### src/rtl/jtag_mem_ctrl.sv
// JTAG-to-memory access controller behind a BSCANE2 USER data register.
// Decodes scanned commands into single-word req/ack memory transactions, all in the TCK domain.
module jtag_mem_ctrl #(
  parameter int AW      = 16,
  parameter int DW      = 32,
  parameter int TIMEOUT = 255
) (
  input  logic          TCK,
  input  logic          rst_top,
  input  logic          SEL,
  input  logic          CAPTURE,
  input  logic          SHIFT,
  input  logic          UPDATE,
  input  logic          RESET,
  input  logic          TDI,
  output logic          TDO,
  output logic          mem_req,
  output logic          mem_we,
  output logic [AW-1:0] mem_addr,
  output logic [DW-1:0] mem_wdata,
  input  logic [DW-1:0] mem_rdata,
  input  logic          mem_ack,
  output logic          busy
);

  localparam int        L    = 2 + AW + DW;
  localparam logic [15:0] LAST = 16'(TIMEOUT - 1);

  typedef enum logic [1:0] {IDLE, ACCESS, DONE} state_t;
  typedef enum logic [1:0] {OP_CLR = 2'b00, OP_WR = 2'b01, OP_RD = 2'b10, OP_RD_INC = 2'b11} op_t;

  state_t        state;
  logic [L-1:0]  sr;
  logic          err;
  logic [AW-1:0] addr_ptr;
  logic [DW-1:0] rdata_q;
  logic [15:0]   cnt;
  logic          auto_inc;

  op_t           cmd_op;
  logic [AW-1:0] cmd_addr;
  logic [DW-1:0] cmd_data;

  assign cmd_op   = op_t'(sr[L-1:L-2]);
  assign cmd_addr = sr[L-3:DW];
  assign cmd_data = sr[DW-1:0];

  // TDO must present sr[0] before the shift edge, so it stays combinational.
  assign TDO  = sr[0];
  assign busy = (state != IDLE);

  // NOTE: all sequential state uses non-blocking assignments so every register
  // samples pre-edge values, regardless of statement order.
  always_ff @(posedge TCK or negedge rst_top) begin
    if (!rst_top) begin
      sr <= '0;
    end else if (SEL && CAPTURE) begin
      sr <= {err, busy, addr_ptr, rdata_q};
    end else if (SEL && SHIFT) begin
      sr <= {TDI, sr[L-1:1]};
    end
  end

  always_ff @(posedge TCK or negedge rst_top) begin
    if (!rst_top) begin
      state     <= IDLE;
      mem_req   <= 1'b0;
      mem_we    <= 1'b0;
      mem_addr  <= '0;
      mem_wdata <= '0;
      err       <= 1'b0;
      addr_ptr  <= '0;
      rdata_q   <= '0;
      cnt       <= '0;
      auto_inc  <= 1'b0;
    end else if (RESET) begin
      // Test-Logic-Reset aborts the access but keeps err, addr_ptr and rdata_q.
      state   <= IDLE;
      mem_req <= 1'b0;
      cnt     <= '0;
    end else begin
      case (state)
        IDLE: begin
          if (SEL && UPDATE) begin
            case (cmd_op)
              OP_CLR: err <= 1'b0;
              OP_WR: begin
                mem_we    <= 1'b1;
                mem_addr  <= cmd_addr;
                mem_wdata <= cmd_data;
                addr_ptr  <= cmd_addr;
              end
              OP_RD: begin
                mem_we   <= 1'b0;
                mem_addr <= cmd_addr;
                addr_ptr <= cmd_addr;
              end
              OP_RD_INC: begin
                mem_we   <= 1'b0;
                mem_addr <= addr_ptr;
              end
            endcase
            if (cmd_op != OP_CLR) begin
              state    <= ACCESS;
              mem_req  <= 1'b1;
              cnt      <= '0;
              auto_inc <= (cmd_op == OP_RD_INC);
            end
          end
        end
        ACCESS: begin
          if (SEL && UPDATE) err <= 1'b1;
          // An ack on the final timeout edge takes priority over the timeout.
          if (mem_ack) begin
            mem_req <= 1'b0;
            state   <= DONE;
            if (!mem_we) rdata_q <= mem_rdata;
          end else if (cnt == LAST) begin
            mem_req <= 1'b0;
            err     <= 1'b1;
            state   <= DONE;
          end else begin
            cnt <= cnt + 16'd1;
          end
        end
        default: begin
          if (SEL && UPDATE) err <= 1'b1;
          if (auto_inc) addr_ptr <= addr_ptr + AW'(1);
          state <= IDLE;
        end
      endcase
    end
  end

endmodule
### config.mk
export PLATFORM = sky130hd
export DESIGN_NAME = jtag_mem_ctrl
export DESIGN_NICKNAME = d
export VERILOG_FILES = /design/src/rtl/jtag_mem_ctrl.sv
export SDC_FILE = /design/constraint.sdc
export NUM_CORES = 1
export LEC_CHECK = 0
export ABC_AREA = 1
export CORE_ASPECT_RATIO = 0.5
export CORE_MARGIN = 2
export CORE_UTILIZATION = 45
export DETAILED_ROUTE_END_ITERATION = 8
export GPL_ROUTABILITY_DRIVEN = 0
export PLACE_DENSITY = 0.77
export SLEW_MARGIN = 20
export SYNTH_ARGS = -nofsm -noshare
export SYNTH_HDL_FRONTEND = slang
export SYNTH_SLANG_ARGS = --single-unit
### constraint.sdc
create_clock -name TCK -period 2.4 [get_ports TCK]
set_clock_uncertainty 0.15 [all_clocks]
set_input_delay 0.24 -clock TCK [delete_from_list [all_inputs] [get_ports TCK]]
set_output_delay 0.24 -clock TCK [all_outputs]
set_load 0.005 [all_outputs]
==> results of run 1 <==
placed cells by master (no fill, tap or decap), types with 3 or more instances in the layout:
cell type	netlist	routed
a21oi_1	11	11
a31oi_1	16	16
buf_12	0	4
buf_4	5	19
clkbuf_16	0	17
clkdlybuf4s50_1	0	91
clkinvlp_4	0	3
dfrtp_1	168	168
ha_1	8	8
inv_1	80	80
inv_2	7	7
inv_6	0	3
inv_8	0	5
nand2_1	233	232
nand2_2	4	5
nand3_1	31	31
nand4_1	23	23
nor2_1	53	53
nor2_2	4	4
nor2_4	4	4
nor3_1	5	5
o21ai_0	218	218
o21ai_1	20	20
o21ai_2	6	6
o22ai_1	3	3
or2_2	3	3
xnor2_1	3	3
xor2_1	5	5
layout make-up:
type                       count  area share
clock buffer                  17     0.04354
sequential                   168      0.4303
timing repair buffer         116      0.1182
inverter                      88     0.03381
multi-input combinational    661      0.3283
clock inverter                15     0.01588
tap                          234     0.02997
final timing paths:
path                       slack, ps           from  cells past startpoint          end
setup / recovery                 370       state[1]                      3         busy
max in group asynchronous       1080        rst_top                      3       cnt[7]
hold reg to reg                  340        mem_req                      2      mem_req
hold / removal                   200  mem_rdata[21]                      3  rdata_q[21]
setup reg to reg                 380         sr[48]                      9      cnt[15]
min in group asynchronous        230        rst_top                      2       sr[17]
cell families after synthesis:
kind of cell,Yosys count,share of synthesized area
buffers and inverters,140,0.07280
DFF,168,0.5261
adders and majority gates,8,0.01253
and+or+nand+nor,363,0.1940
AOI/OAI and AO/OA,282,0.1858
xor gates and xnor gates,8,0.008768
per-layer routing:
| metal | vias up | part of all wire | GRT usage |
|---|---|---|---|
| met5 | - | 0 | 0 |
| met4 | 0 | 0.012 | 0.05226 |
| met2 | 212 | 0.49 | 0.3498 |
| li1 | 3384 | - | - |
| met3 | 23 | 0.049 | 0.03595 |
| met1 | 3278 | 0.45 | 0.2847 |
registers in the layout, indices dropped and copies added (netlist names), 2 cells and up:
register / flops
mem_wdata: 32
state: 2
cnt: 16
mem_addr: 16
sr: 50
rdata_q: 32
addr_ptr: 16
power breakdown:
part | total, mW | switching (mW) | internal (mW) | leakage, nW
Clock | 2.67 | 1.28 | 1.39 | 0.276
Combinational | 2.41 | 1.21 | 1.20 | 2.08
Sequential | 4.29 | 0.606 | 3.68 | 2.08
critical path, stage by stage, from the launching register on:
cell,delay (ps)
dfrtp_1,440
nor2_4,230
inv_1,90
clkdlybuf4s50_1,450
stage by stage:
| stage | cell area [um2] | hold slack (ps) | total power [mW] | setup slack (ps) | util |
|---|---|---|---|---|---|
| finish | 9771 | 195.4 | 9.368 | 369.7 | 0.5616 |
| global placement | 9180 | 140.8 | 6.624 | 327.8 | 0.5276 |
| global route | 9771 | 207.3 | 9.957 | 208.8 | 0.5616 |
| detailed placement | 9180 | 144.7 | 6.732 | 255.3 | 0.5276 |
| floorplan | 7991 | -205.6 | 5.413 | 723.1 | - |
| CTS | 9771 | 195.3 | 9.414 | 357.0 | 0.5616 |
==> results.py, run 1 <==
metrics = {
    "outcome": {
        "status": "complete, no violations",
    },
    "global_routing": {
        "track_usage": 0.2091,
        "overflow": 0,
        "antenna_found_initial": 0,
        "grt_pass1_vias": 6601,
        "grt_max_degree": 73,
        "grt_first_pass_wirelength_um": 32060,
    },
    "critical_path": {
        "crit_type": "flip-flop to output port",
        "worstPathArrival_ps": 1640,
        "crit_path_start_kind": "flip-flop",
        "cp.required_ps": 2010,
        "path_max_fanout": 7,
        "endpoint_kind": "output port",
    },
    "sta": {
        "setup_tns_ps": 0,
        "slew_headroom": 0.5702,
        "grt_setup_unrepaired": "no",
        "slew_viol_final": 0,
        "timing.final.crit_share": 0.8459,
        "setup_viol": 0,
        "finalHoldViolations": 0,
        "tightestPinTransition_ps": 644.7,
        "clock.fmax_ghz": 0.4925,
        "post-route-min-period_ps": 2030,
    },
    "synthesis": {
        "syn-cell-area_um2": 7991,
        "syn_inst": 969,
        "synth_area_per_cell_um2": 8.247,
        "yosys-top-cells-count": "nand2_1 (233), o21ai_0 (218), dfrtp_1 (168)",
        "synth_top_area_share": 0.5261,
        "ys_warn_count": 0,
        "async_reset_ff_frac": 1.000,
        "ys_ff_latch": 168,
        "synth_nets": 1018,
        "yosysMostFrequentCell": "nand2_1",
        "ys_types": 37,
        "yosys.area.top_type": "dfrtp_1",
        "ys_seq_area_frac": 0.5261,
        "synth_edf_count": 0,
        "synth_top_flop_cell": "dfrtp_1",
        "synth_top_cells_by_area": "dfrtp_1 (53%), o21ai_0 (14%), nand2_1 (11%)",
    },
    "cts": {
        "clock-root-buffer": "clkbuf_16",
        "insertion_delay_ps": 420,
        "cts_setup_buffers": 0,
        "cts_inserted_buffers": 17,
        "htreeDepth": 4,
        "cts_resized": 0,
        "ctsHoldBuffers": 1,
        "cts.sinks": 168,
        "cts_tree": "built",
        "clk_path_buf_depth": 2,
        "path_clk_slew_ps": 70,
    },
    "power_and_ir_drop": {
        "ir_worst_vdd_v": 0.0006380,
        "power_density_nw_per_um2": 958.8,
        "p_leak_nw": 4.434,
    },
    "floorplanning": {
        "die_h_um": 98.23,
        "core-area_um2": 17400,
        "ios": 93,
        "fp-row-count": 34,
        "die_area_um2": 18910,
        "die_w_um": 192.5,
        "initial_core_util": 0.4593,
    },
    "routing": {
        "route.detailed.drc": 0,
        "wl_um": 19010,
        "wire_per_inst_um": 14.63,
        "drt-pass1-iter-count": 5,
        "drtAntennaViolNets": 0,
        "viasPerCell": 5.309,
        "vias": 6897,
        "drtIter0Drc": 590,
    },
    "final_layout": {
        "multi_input_area_um2": 3208,
        "num-fill-cells": 1538,
        "seqCellArea_um2": 4204,
        "areaGrowthSynthToFinish_pct": 22.26,
        "instances_no_fill": 1299,
        "antenna_cells": 0,
        "drive_gt1_frac": 0.08451,
        "final_nets": 1101,
    },
    "place": {
        "dp.cells": 1266,
        "port_buffers": 92,
        "place_hpwl_um": 12530,
    },
    "job": {
        "cap_violations": 0,
    },
    "hold_path": {
        "hp-class": "input port to flip-flop",
    },
}
Note: power is estimated with default switching activity, not from simulation.
==> run 2: changes to the inputs <==
--- a/config.mk
+++ b/config.mk
@@ -11,7 +11,7 @@
 export CORE_UTILIZATION = 45
 export DETAILED_ROUTE_END_ITERATION = 8
 export GPL_ROUTABILITY_DRIVEN = 0
-export PLACE_DENSITY = 0.77
+export PLACE_DENSITY = 0.8
 export SLEW_MARGIN = 20
 export SYNTH_ARGS = -nofsm -noshare
 export SYNTH_HDL_FRONTEND = slang
==> constraint.sdc (replaced) <==
create_clock -name TCK -period 1.8 [get_ports TCK]
set_clock_uncertainty 0.15 [all_clocks]
set_input_delay 0.18 -clock TCK [delete_from_list [all_inputs] [get_ports TCK]]
set_output_delay 0.18 -clock TCK [all_outputs]
set_load 0.005 [all_outputs]
==> run 2 against run 1 <==
Sequential power grew 33%. Setup slack lost 340 ps. Utilization increased by 3.1 points. Count of clock-buffer cells in the layout grew 1. Non-clock buffer count grew 35. Die area did not move. Final cell count up 2.7%. Largest cell class unchanged. Highest routed layer unchanged.
==> results.py, run 2 (synthesis results as in run 1) <==
metrics = {
    "floorplanning": {
        "die_w_um": 192.5,
        "die_h_um": 98.23,
        "fp-row-count": 34,
        "die_area_um2": 18910,
        "core-area_um2": 17400,
        "ios": 93,
        "initial_core_util": 0.4593,
    },
    "final_layout": {
        "areaGrowthSynthToFinish_pct": 29.06,
        "drive_gt1_frac": 0.1427,
        "final_nets": 1136,
        "final_cell_mix": "nand2_1 (219), o21ai_0 (211), dfrtp_1 (164)",
        "num-fill-cells": 1379,
        "top_regs": "sr (50), mem_wdata (32), rdata_q (32)",
        "multi_input_area_um2": 3308,
        "seqCellArea_um2": 4209,
        "final_common_cell": "nand2_1",
        "top_register": "sr",
        "largest_reg_flops": 50,
        "finalInstanceArea_um2": 10310,
        "antenna_cells": 0,
    },
    "critical_path": {
        "timing.critical_path.mode_cell": "nor2_4",
        "crit_start": "state[1]",
        "path_max_fanout": 8,
        "endpoint_kind": "flip-flop",
        "crit_chain": "nor2_4 -> buf_6 -> nand2_2 -> inv_4 -> nand2_4 -> nor2_4 -> clkbuf_16 -> nor2_1 -> a31oi_1",
        "max_stage_delay_ps": 440,
        "cp-endpoint": "mem_addr[7]",
        "reg2regPathDepth": 9,
        "worstPathArrival_ps": 1960,
        "crit_path_start_kind": "flip-flop",
        "reg2reg_to": "mem_addr[7]",
        "crit_type": "flip-flop to flip-flop",
        "crit_slowest_cell": "dfrtp_2",
        "reg2reg_slack_ps": 30,
        "regToRegStartpoint": "state[1]",
        "cp.required_ps": 1990,
    },
    "global_routing": {
        "grt_max_degree": 53,
        "antenna_found_initial": 0,
        "grt_pass1_vias": 7188,
        "track_usage": 0.2277,
        "overflow": 0,
        "grt_first_pass_wirelength_um": 34690,
    },
    "place": {
        "place_area_um2": 9423,
        "port_buffers": 92,
        "place_hpwl_um": 13450,
    },
    "routing": {
        "drt-pass1-iter-count": 8,
        "route.detailed.drc": 0,
        "drtIter0Drc": 727,
        "vias": 7419,
        "wire_per_inst_um": 16.17,
        "viasPerCell": 5.561,
        "wl_um": 21570,
        "drtAntennaViolNets": 0,
    },
    "cts": {
        "clock-root-buffer": "clkbuf_16",
        "insertion_delay_ps": 430,
        "path_clk_slew_ps": 70,
        "cts_inserted_buffers": 17,
        "cts.sinks": 168,
        "htreeDepth": 4,
        "clk_path_buf_depth": 2,
        "cts_tree": "built",
    },
    "power_and_ir_drop": {
        "power_frac_clock": 0.277,
        "ir_worst_vdd_v": 0.0007414,
        "p_leak_nw": 4.679,
        "intPower_mw": 8.669,
        "seq_power_share": 0.442,
        "combPwrFrac": 0.281,
        "power.net_switching_mw": 4.264,
        "sw_frac_of_total": 0.3297,
        "power_density_nw_per_um2": 1254,
    },
    "outcome": {
        "status": "complete, no violations",
    },
    "sta": {
        "slew_viol_final": 0,
        "setup_viol": 0,
        "tightestPinTransition_ps": 422.0,
        "slew_headroom": 0.7184,
        "clock.fmax_ghz": 0.5661,
        "grt_setup_unrepaired": "yes",
        "setup_tns_ps": 0,
        "post-route-min-period_ps": 1767,
        "timing.final.crit_share": 0.9814,
        "finalHoldViolations": 0,
    },
    "hold_path": {
        "hp-class": "input port to asynchronous set/reset pin",
    },
    "job": {
        "cap_violations": 0,
    },
}
[run 2: cell types whose count changed in the layout (fill, tap and decap cells not counted), sizes merged]
cell           before  now
dlygate4sd2         0    1
clkbuf             17   22
clkdlybuf4s50      91   90
inv                95   93
bufinv              0    1
clkinv              5    4
clkinvlp            3    4
buf                24   55
[run 2: stage by stage]
stage	hold WS, ps	utilization	setup slack [ps]	std cells	power [mW]
final	57.24	0.5928	33.45	1334	12.93
after CTS	65.76	0.5757	2.148	1319	12.73
after global placement	-47.54	0.5416	-75.30	1285	8.940
after detailed placement	-41.70	0.5416	-92.33	1285	9.110
after global routing	91.19	0.5928	-74.64	1334	13.70
after floorplan	-265.6	-	123.1	969	7.217
[run 2: critical path, delay by kind of cell (launching register included)]
family	cells	cell delay, ps
DFF	1	440
and+or+nand+nor	5	540
buffers and inverters	3	410
AOI/OAI and AO/OA	1	150
[run 2: area by class of cell]
class / instances / share of cell area
flip-flops and latches: 168 / 0.4081
multi-input cells: 661 / 0.3208
repair buffers: 151 / 0.1546
clock buffers: 18 / 0.04161
inverters: 88 / 0.03312
well taps: 234 / 0.02839
clock inverters: 14 / 0.01347
[run 2: how the worst min path moves through the flow]
stage / startpoint / to / slack, ps / depth (start not counted)
after floorplan: rst_top / addr_ptr[0] / -270 / 0
after global placement: rst_top / mem_wdata[17] / -50 / 1
after detailed placement: rst_top / mem_wdata[17] / -40 / 1
after CTS: rst_top / mem_wdata[17] / 70 / 2
after global routing: rst_top / mem_wdata[12] / 90 / 2
final: rst_top / mem_wdata[12] / 60 / 2
[run 2: power groups by stage]
stage / sequential, mW / combinational [mW] / clock [mW]
after global placement: 5.68 / 3.26 / 0
after global routing: 5.86 / 4.06 / 3.79
after detailed placement: 5.74 / 3.37 / 0
after CTS: 5.69 / 3.43 / 3.61
final: 5.71 / 3.64 / 3.58
after floorplan: 5.60 / 1.61 / 0
[run 2: repair_timing]
action,4_1_cts,5_1_grt
endpoints found under the setup margin,1,77
pin swaps,1,10
gates cloned,0,5
hold buffers,1,0
hold endpoints to repair,168,0
gates resized for setup,3,46
buffers inserted,1,10
[run 2: routing by layer]
metal	GRT usage	up-vias	wire length [um]
met3	0.03487	69	1429
met2	0.3741	339	10240
met5	0	-	0
li1	-	3450	-
met4	0.1010	0	729
met1	0.3008	3561	9178
